### config.mk
export PLATFORM = sky130hd
export DESIGN_NAME = penalty_game_fsm
export DESIGN_NICKNAME = d
export VERILOG_FILES = /design/src/rtl/game_pkg.sv /design/src/rtl/key_edge_detect.sv /design/src/rtl/penalty_game_fsm.sv
export SDC_FILE = /design/constraint.sdc
export NUM_CORES = 1
export LEC_CHECK = 0
export CORE_MARGIN = 10
export CORE_UTILIZATION = 47
export CTS_CLUSTER_SIZE = 16
export DETAILED_ROUTE_END_ITERATION = 16
export PLACE_DENSITY = 0.86
export SETUP_SLACK_MARGIN = 0.5
export SLEW_MARGIN = 5
export SYNTH_ARGS = -nofsm -noshare
export SYNTH_HDL_FRONTEND = slang
export SYNTH_SLANG_ARGS = --single-unit
### constraint.sdc
create_clock -name clk -period 5.4 [get_ports clk]
set_input_delay 1.08 -clock clk [delete_from_list [all_inputs] [get_ports clk]]
set_output_delay 1.08 -clock clk [all_outputs]
set_load 0.005 [all_outputs]
### src/rtl/game_pkg.sv
// Shared types and default keycodes for the penalty shootout controller.
package game_pkg;

  typedef enum logic [2:0] {
    MENU   = 3'd0,
    AIM    = 3'd1,
    SHOOT  = 3'd2,
    RESULT = 3'd3,
    OVER   = 3'd4
  } state_t;

  localparam logic [7:0] KEY_START_DEF = 8'h28;
  localparam logic [7:0] KEY_EXIT_DEF  = 8'h29;
  localparam logic [7:0] KEY_SHOOT_DEF = 8'h2C;

endpackage

### src/rtl/key_edge_detect.sv
// Turns one keycode held in any slot into a single-cycle press event.
module key_edge_detect
  import game_pkg::*;
#(
  parameter int         NUM_SLOTS = 8,
  parameter logic [7:0] KEY       = KEY_START_DEF
) (
  input  logic                   clk,
  input  logic                   reset,
  input  logic [8*NUM_SLOTS-1:0] keycodes,
  output logic                   held,
  output logic                   press
);

  logic [NUM_SLOTS-1:0] hit;
  logic                 prev;

  for (genvar i = 0; i < NUM_SLOTS; i++) begin : g_slot
    assign hit[i] = (keycodes[8*i +: 8] == KEY);
  end

  // History tracks the live key during reset, so a key held across release
  // looks already-seen and cannot fire.
  always_ff @(posedge clk) begin
    if (reset) begin
      held <= |hit;
      prev <= |hit;
    end else begin
      held <= |hit;
      prev <= held;
    end
  end

  assign press = held & ~prev;

endmodule

### src/rtl/penalty_game_fsm.sv
// Penalty shootout round sequencer: menu, aim, shoot, result, game over.
// Optional SUDDEN_DEATH_EN: a tie at the end of regulation keeps playing.
module penalty_game_fsm
  import game_pkg::*;
#(
  parameter int         NUM_SLOTS     = 8,
  parameter int         ROUNDS        = 5,
  parameter int         RESULT_FRAMES = 120,
  parameter int         AIM_TIMEOUT   = 600,
  parameter logic [7:0] KEY_START     = KEY_START_DEF,
  parameter logic [7:0] KEY_EXIT      = KEY_EXIT_DEF,
  parameter logic [7:0] KEY_SHOOT     = KEY_SHOOT_DEF
) (
  input  logic                          clk,
  input  logic                          reset,
  input  logic [8*NUM_SLOTS-1:0]        keycodes,
  input  logic                          frame_tick,
  input  logic                          shot_done,
  input  logic                          save_detect,
  output logic [2:0]                    state,
  output logic [$clog2(ROUNDS+1)-1:0]   round_idx,
  output logic [$clog2(ROUNDS+1)-1:0]   goals,
  output logic [$clog2(ROUNDS+1)-1:0]   saves,
  output logic                          shoot_pulse,
  output logic                          result_goal,
  output logic                          game_over
);

  localparam int CW   = $clog2(ROUNDS+1);
  localparam int TMAX = (AIM_TIMEOUT > RESULT_FRAMES) ? AIM_TIMEOUT : RESULT_FRAMES;
  localparam int TW   = $clog2(TMAX+1);
  localparam logic [TW-1:0] AIM_LAST = TW'(AIM_TIMEOUT-1);
  localparam logic [TW-1:0] RES_LAST = TW'(RESULT_FRAMES-1);

  function automatic logic [CW-1:0] sat_inc(input logic [CW-1:0] v);
    return (&v) ? v : v + 1'b1;
  endfunction

  logic [2:0] unused_held;
  logic       start_press, exit_press, shot_press;

  key_edge_detect #(.NUM_SLOTS(NUM_SLOTS), .KEY(KEY_START)) u_start (
    .clk(clk), .reset(reset), .keycodes(keycodes), .held(unused_held[0]), .press(start_press));
  key_edge_detect #(.NUM_SLOTS(NUM_SLOTS), .KEY(KEY_EXIT)) u_exit (
    .clk(clk), .reset(reset), .keycodes(keycodes), .held(unused_held[1]), .press(exit_press));
  key_edge_detect #(.NUM_SLOTS(NUM_SLOTS), .KEY(KEY_SHOOT)) u_shoot (
    .clk(clk), .reset(reset), .keycodes(keycodes), .held(unused_held[2]), .press(shot_press));

  state_t          st, st_nx;
  logic [TW-1:0]   tmr, tmr_nx;
  logic [CW-1:0]   rnd, rnd_nx, gl, gl_nx, sv, sv_nx, rnd_inc;
  logic            sticky, sticky_nx, rg, rg_nx, play_done;

  always_ff @(posedge clk) begin
    if (reset) begin
      st     <= MENU;
      tmr    <= '0;
      rnd    <= '0;
      gl     <= '0;
      sv     <= '0;
      sticky <= 1'b0;
      rg     <= 1'b0;
    end else begin
      st     <= st_nx;
      tmr    <= tmr_nx;
      rnd    <= rnd_nx;
      gl     <= gl_nx;
      sv     <= sv_nx;
      sticky <= sticky_nx;
      rg     <= rg_nx;
    end
  end

  assign rnd_inc = sat_inc(rnd);
`ifdef SUDDEN_DEATH_EN
  assign play_done = (rnd_inc >= CW'(ROUNDS)) && (gl != sv);
`else
  assign play_done = (rnd_inc == CW'(ROUNDS));
`endif

  always_comb begin
    st_nx       = st;
    tmr_nx      = (frame_tick && !(&tmr)) ? tmr + 1'b1 : tmr;
    rnd_nx      = rnd;
    gl_nx       = gl;
    sv_nx       = sv;
    sticky_nx   = sticky;
    rg_nx       = rg;
    shoot_pulse = 1'b0;
    if (exit_press && st != MENU) begin
      st_nx = MENU;
    end else begin
      case (st)
        MENU: if (start_press) begin
          st_nx     = AIM;
          rnd_nx    = '0;
          gl_nx     = '0;
          sv_nx     = '0;
          sticky_nx = 1'b0;
        end
        AIM: if (shot_press || (frame_tick && tmr == AIM_LAST)) begin
          st_nx       = SHOOT;
          shoot_pulse = 1'b1;
        end
        SHOOT: begin
          if (save_detect) sticky_nx = 1'b1;
          if (shot_done) begin
            st_nx = RESULT;
            if (save_detect || sticky) begin
              rg_nx = 1'b0;
              sv_nx = sat_inc(sv);
            end else begin
              rg_nx = 1'b1;
              gl_nx = sat_inc(gl);
            end
          end
        end
        RESULT: if (frame_tick && tmr == RES_LAST) begin
          rnd_nx    = rnd_inc;
          sticky_nx = 1'b0;
          st_nx     = play_done ? OVER : AIM;
        end
        OVER: if (start_press) st_nx = MENU;
        default: st_nx = MENU;
      endcase
    end
    // Every phase timer restarts from zero on state entry.
    if (st_nx != st) tmr_nx = '0;
  end

  assign state       = st;
  assign round_idx   = rnd;
  assign goals       = gl;
  assign saves       = sv;
  assign result_goal = rg;
  assign game_over   = (st == OVER);

endmodule

# ---- Word level (Yosys, flattened, before mapping)
# Cells that the tools add are included.
# Widths: inputs -> output; s select.
dict set report op_classes {
  n_bitwise 7
  n_mul 0
  n_eq_ne 40
  order_cmp 0
  n_mux 31
  n_reduce_logical 25
  n_shift 0
  div_mod_pow 0
  addsub 4
}
# op count
set op_table {}
lappend op_table {{$eq 8x6->1 const B} 24}
lappend op_table {{$mux 3} 16}
lappend op_table {{$reduce_or 8->1} 3}
lappend op_table {{$pmux 3 s2} 3}
lappend op_table {{$ne 2x2->1 const B} 8}
lappend op_table {{$pmux 3 s5} 1}
lappend op_table {{$reduce_and 3->1} 4}
lappend op_table {{$reduce_and 6->1} 2}
lappend op_table {{$add 10x1->10 const B} 1}
lappend op_table {{$eq 10x10->1 const B} 1}
lappend op_table {{$eq 10x7->1 const B} 1}
lappend op_table {{$mux 1} 10}
lappend op_table {{$reduce_and 10->1} 1}
lappend op_table {{$add 3x1->3 const B} 3}
lappend op_table {{$eq 3x2->1 const B} 2}
lappend op_table {{$eq 3x3->1 const B} 2}
lappend op_table {{$reduce_bool 3->1} 2}
lappend op_table {{$reduce_and 5->1} 1}
lappend op_table {{$logic_and 1x1->1} 4}
lappend op_table {{$not 1->1} 4}
lappend op_table {{$reduce_and 4->1} 1}
lappend op_table {{$reduce_bool 2->1} 2}
lappend op_table {{$and 1x1->1} 3}
lappend op_table {{$eq 3x1->1 const B} 1}
lappend op_table {{6 further kinds} 7}
dict set report word_totals {
  register_bits 30
  ram_bits 0
  latchBits 0
  inputBits 69
  rom_bits 0
  mem_count 0
  output_inout_bits 15
  word_cells 120
}

# ---- Longest topological paths before layout
dict set report logic_depth {
  word_depth 9
  depth_mapped 6
  ltp_nobuf 6
}

# ---- Hierarchy
# Synthesis repeated with hierarchy kept, for this count alone.
dict set report hier_totals {
  cells_unflattened 266
  hier_area_um2 2324.7
}
# mod area_per_inst_um2 seq_area_each_um2 cells_each n_inst
set by_module_without_submodules {}
lappend by_module_without_submodules {penalty_game_fsm 1460.2 480.5 167 1}
lappend by_module_without_submodules {{key_edge_detect at u_exit} 307.8 40.0 33 1}
lappend by_module_without_submodules {{key_edge_detect at u_start} 285.3 40.0 33 1}
lappend by_module_without_submodules {{key_edge_detect at u_shoot} 271.5 40.0 33 1}

# ---- Worst setup path before layout
# No wires, ideal clock.
dict set report synth_timing {
  path_type {input port to output port}
  from {in frame_tick}
  to {out shoot_pulse}
  path_stages 4
  n_path_buf 1
  arrival_time_ns 1.961
  setup_slack_ns 2.359
  t_required_ns 4.320
  cell_sequence {nand4_1 o31a_1 nor3_2 buf_4}
}
dict set report synth_between {
  elab_chain_len 5
}
# element line_no
set synth_lines {}
lappend synth_lines {{start: declaration} penalty_game_fsm.sv:17} ;# input logic frame_tick,
lappend synth_lines {{$logic_and 1x1->1} penalty_game_fsm.sv:101} ;# AIM: if (shot_press || (frame_tick && tmr == AIM_LAST)) begin
lappend synth_lines {{$logic_or 1x1->1} penalty_game_fsm.sv:101}
lappend synth_lines {{$mux 1} penalty_game_fsm.sv:101}
lappend synth_lines {{$mux 1} penalty_game_fsm.sv:93} ;# case (st)
lappend synth_lines {{$mux 1} penalty_game_fsm.sv:90} ;# if (exit_press && st != MENU) begin
lappend synth_lines {{end: declaration} penalty_game_fsm.sv:24} ;# output logic shoot_pulse,
# No other way between the ends.

# ---- Worst setup path after layout
# Same ends and word-level chain as after synthesis.

==> impl_metrics.py <==
metrics = {
    "grt": {
        "gr-usage-all-layers_pct": 17.0,
        "first_pass_grt_wire_length_mm": 10.5,
        "grt.overflow.total": 0,
        "grt_pass1_vias": 2306,
        "grt_max_degree": 24,
        "antenna_violations_before_repair": 0,
    },
    "sta": {
        "setup_total_negative_slack_ns": 0,
        "postLayoutSetupSlackWorst_ns": 1.05,
        "drv_slew": 0,
        "achievable-frequency_mhz": 230,
        "grt_setup_unrepaired": "false",
        "final-setup-viol-count": 0,
        "hold_slack_ns": 0.486,
        "fin_crit_ns": 4.35,
        "fin_worst_skew_ns": 0.00830,
        "max_slew.worst_pin.slew_ns": 0.867,
        "slew-limit-headroom_pct": 41.7,
        "timing_hold_violations_final": 0,
        "final_min_period_over_clock_period_pct": 80.6,
    },
    "status": {
        "status": "finished clean",
    },
    "critical_path": {
        "startpoint_type_of_the_worst_setup_path": "input port",
        "cp_max_fo": 11,
        "timing.critical_path.slowest_cell_delay_ns": 0.58,
        "kind_of_end_point_of_the_critical_path": "primary output",
        "path_common_cell": "sky130_fd_sc_hd__clkdlybuf4s50_1",
        "regToRegSetupSlack_ns": 3.36,
        "worst_ep_required_time_ns": 4.32,
        "crit_arrival_ns": 3.27,
        "critPathBufInv": 3,
        "critical-path-slowest-cell": "sky130_fd_sc_hd__clkdlybuf4s50_1",
        "critical_path.cell_chain": "clkdlybuf4s50_1, nand4_1, o31a_1, nor3_2, buf_4, clkdlybuf4s50_1",
        "critPathTopFamily": "buffers and inverters",
        "criticalPathCategory": "in -> out",
    },
    "synth": {
        "synth_seq_area_share_pct": 28.5,
        "synth_warnings": 0,
        "dominantRegCellSynth": "sky130_fd_sc_hd__dfxtp_1",
        "edff_count_synth": 0,
        "synth.lib_cells_used.distinct": 62,
        "synth_area_per_cell_um2": 8.70,
        "postSynthRegisterBits": 30,
        "synthesized_net_count": 318,
        "syn_area_um2": 2100,
        "async_reset_ff_share_pct": 0,
        "netlist_instances": 242,
    },
    "pwr": {
        "total_leakage_power_nw": 1.08,
        "report.power.total_uw": 496,
        "cellPowerDensity_nw_per_um2": 163,
        "worst_ir_drop_vdd_mv": 0.0861,
    },
    "clocking": {
        "worst_setup_hold_path_clk_slew_ns": 0.06,
        "cts_tree": "yes",
        "htree_num_levels": 2,
        "clk-insertion-delay-late_ns": 0.29,
        "buffers_inserted_by_post_cts_timing_repair": 0,
        "cts-buffers-inserted": 5,
        "postCtsHoldBufs": 0,
        "cts_resizes": 0,
        "clkSinkCount": 30,
        "clockBufferDepth": 2,
        "cts_root_buf": "sky130_fd_sc_hd__clkbuf_8",
    },
    "die": {
        "dieWidth_um": 86.9,
        "die_area_um2": 7550,
        "ioPinCount": 84,
        "dieHeight_um": 86.9,
        "floorplan.rows": 24,
        "core-area_um2": 4350,
        "start_util_pct": 48.3,
    },
    "layout": {
        "layout.nets": 400,
        "layout-area-overhead-vs-synth_pct": 44.5,
        "final_core_density_pct": 69.9,
        "fin_area_um2": 3040,
        "drive_above_1_share_pct": 7.38,
        "filler_cell_count": 324,
        "stdcell_count": 377,
        "insertedDiodeCount": 0,
    },
    "route": {
        "antenna_left": 0,
        "drt_pass1_iterations": 4,
        "via_per_inst": 6.04,
        "dr.first_iter.drc_count": 145,
        "vias": 2277,
        "routed_wirelength_mm": 6.37,
        "routedWlPerCell_um": 16.9,
        "post-route-drc-count": 0,
    },
    "placement": {
        "detailedPlace.worstSlack_ns": 1.13,
        "post-dp-hpwl_mm": 5.14,
        "port_buffers": 83,
        "gp_routability_congestion": 0.855,
        "place_inst": 369,
        "placedInstanceArea_um2": 2950,
    },
    "flow_run": {
        "timing.max_cap.violations": 0,
    },
    "min_path": {
        "class_of_the_worst_hold_path": "reg -> reg",
    },
}
-- final cells by class --
| class | instances | area (µm²) | share of cell area [%] |
|---|---|---|---|
| clock buffer | 7 | 86.3 | 2.84 |
| clock inverter | 1 | 5.00 | 0.165 |
| sequential | 30 | 601 | 19.7 |
| timing repair buffer | 84 | 838 | 27.6 |
| multi-input combinational | 194 | 1410 | 46.4 |
| tap | 52 | 65.1 | 2.14 |
| inverter | 9 | 33.8 | 1.11 |
-- registers in the layout (all words and copies together) (netlist names) --
signal and count:
tmr 10, goals 3, round_idx 3, saves 3, state 3, result_goal 1
sticky 1, u_exit.held 1, u_exit.prev 1, u_shoot.held 1, u_shoot.prev 1, u_start.held 1
u_start.prev 1
-- synthesized netlist by cell type (3+ instances only) --
| cell | number | area share, % |
|---|---|---|
| sky130_fd_sc_hd__dfxtp_1 | 30 | 29 |
| sky130_fd_sc_hd__o31ai_1 | 6 | 2.1 |
| sky130_fd_sc_hd__and3_1 | 3 | 0.89 |
| sky130_fd_sc_hd__or4_1 | 4 | 1.4 |
| sky130_fd_sc_hd__nand3_1 | 5 | 1.2 |
| sky130_fd_sc_hd__buf_2 | 4 | 0.95 |
| sky130_fd_sc_hd__nand2_1 | 16 | 2.9 |
| sky130_fd_sc_hd__nor2_1 | 14 | 2.5 |
| sky130_fd_sc_hd__a31oi_1 | 4 | 1.2 |
| sky130_fd_sc_hd__xor2_1 | 5 | 2.1 |
| sky130_fd_sc_hd__nor4b_1 | 7 | 2.9 |
| sky130_fd_sc_hd__nor4_1 | 24 | 7.1 |
| sky130_fd_sc_hd__or2_2 | 4 | 1.2 |
| sky130_fd_sc_hd__mux2i_1 | 6 | 2.9 |
| sky130_fd_sc_hd__nand2b_1 | 7 | 2.1 |
| sky130_fd_sc_hd__nand4bb_1 | 6 | 3.2 |
| sky130_fd_sc_hd__a21oi_1 | 10 | 2.4 |
| sky130_fd_sc_hd__ha_1 | 7 | 4.2 |
| sky130_fd_sc_hd__nor3_1 | 5 | 1.2 |
| sky130_fd_sc_hd__o211ai_1 | 3 | 1.1 |
| sky130_fd_sc_hd__o21ai_0 | 6 | 1.4 |
| sky130_fd_sc_hd__nand4_1 | 4 | 1.2 |
| sky130_fd_sc_hd__inv_1 | 9 | 1.6 |
| sky130_fd_sc_hd__nor2b_1 | 5 | 1.5 |
-- logic make-up after synthesis --
logic type	count (synthesis)	synth area share [%]
buffers and inverters	18	4.34
AOI/OAI and AO/OA	47	17.3
muxes	6	2.85
adders and majority gates	8	4.64
DFF	30	28.5
and+or+nand+nor	128	40.2
xor gates and xnor gates	5	2.08
-- layout by cell type, fill, tap and decap left out, drive strengths merged, types with 7 or more instances in the layout --
cell type and n:
a21oi 10, clkbuf 7, clkdlybuf4s50 83, dfxtp 30
ha 7, inv 9, nand2 16, nand2b 7
nor2 14, nor4 25, nor4b 7, or2 7
-- per-layer routing --
metal	global-route usage (%)	part of all wire (%)	up-vias	routed length, µm
met5	0	0	-	0
met1	16.4	36	1053	2320
met3	10.5	13	11	812
met2	28.8	49	98	3140
li1	-	-	1115	-
met4	5.89	1.6	0	101
-- tightest hold or removal path: cells and delay by family (launching register included) --
kind | cells | cell delay (ns)
flops | 1 | 0.32
compound gates | 2 | 0.11
-- path summary, 6_finish.rpt --
| kind | cells past startpoint | endpoint | start |
|---|---|---|---|
| min reg2reg | 2 | saves[1] | saves[1] |
| min | 2 | saves[1] | saves[1] |
| max | 6 | shoot_pulse | frame_tick |
| max reg2reg | 4 | tmr[8] | tmr[0] |
-- power by group --
part | total (mW) | internal, mW | leakage, nW | switching, mW
logic | 0.0834 | 0.0565 | 0.792 | 0.0268
registers | 0.229 | 0.225 | 0.243 | 0.00357
clock network | 0.184 | 0.103 | 0.0482 | 0.0811
No activity file was read; power rests on OpenSTA's default activity.
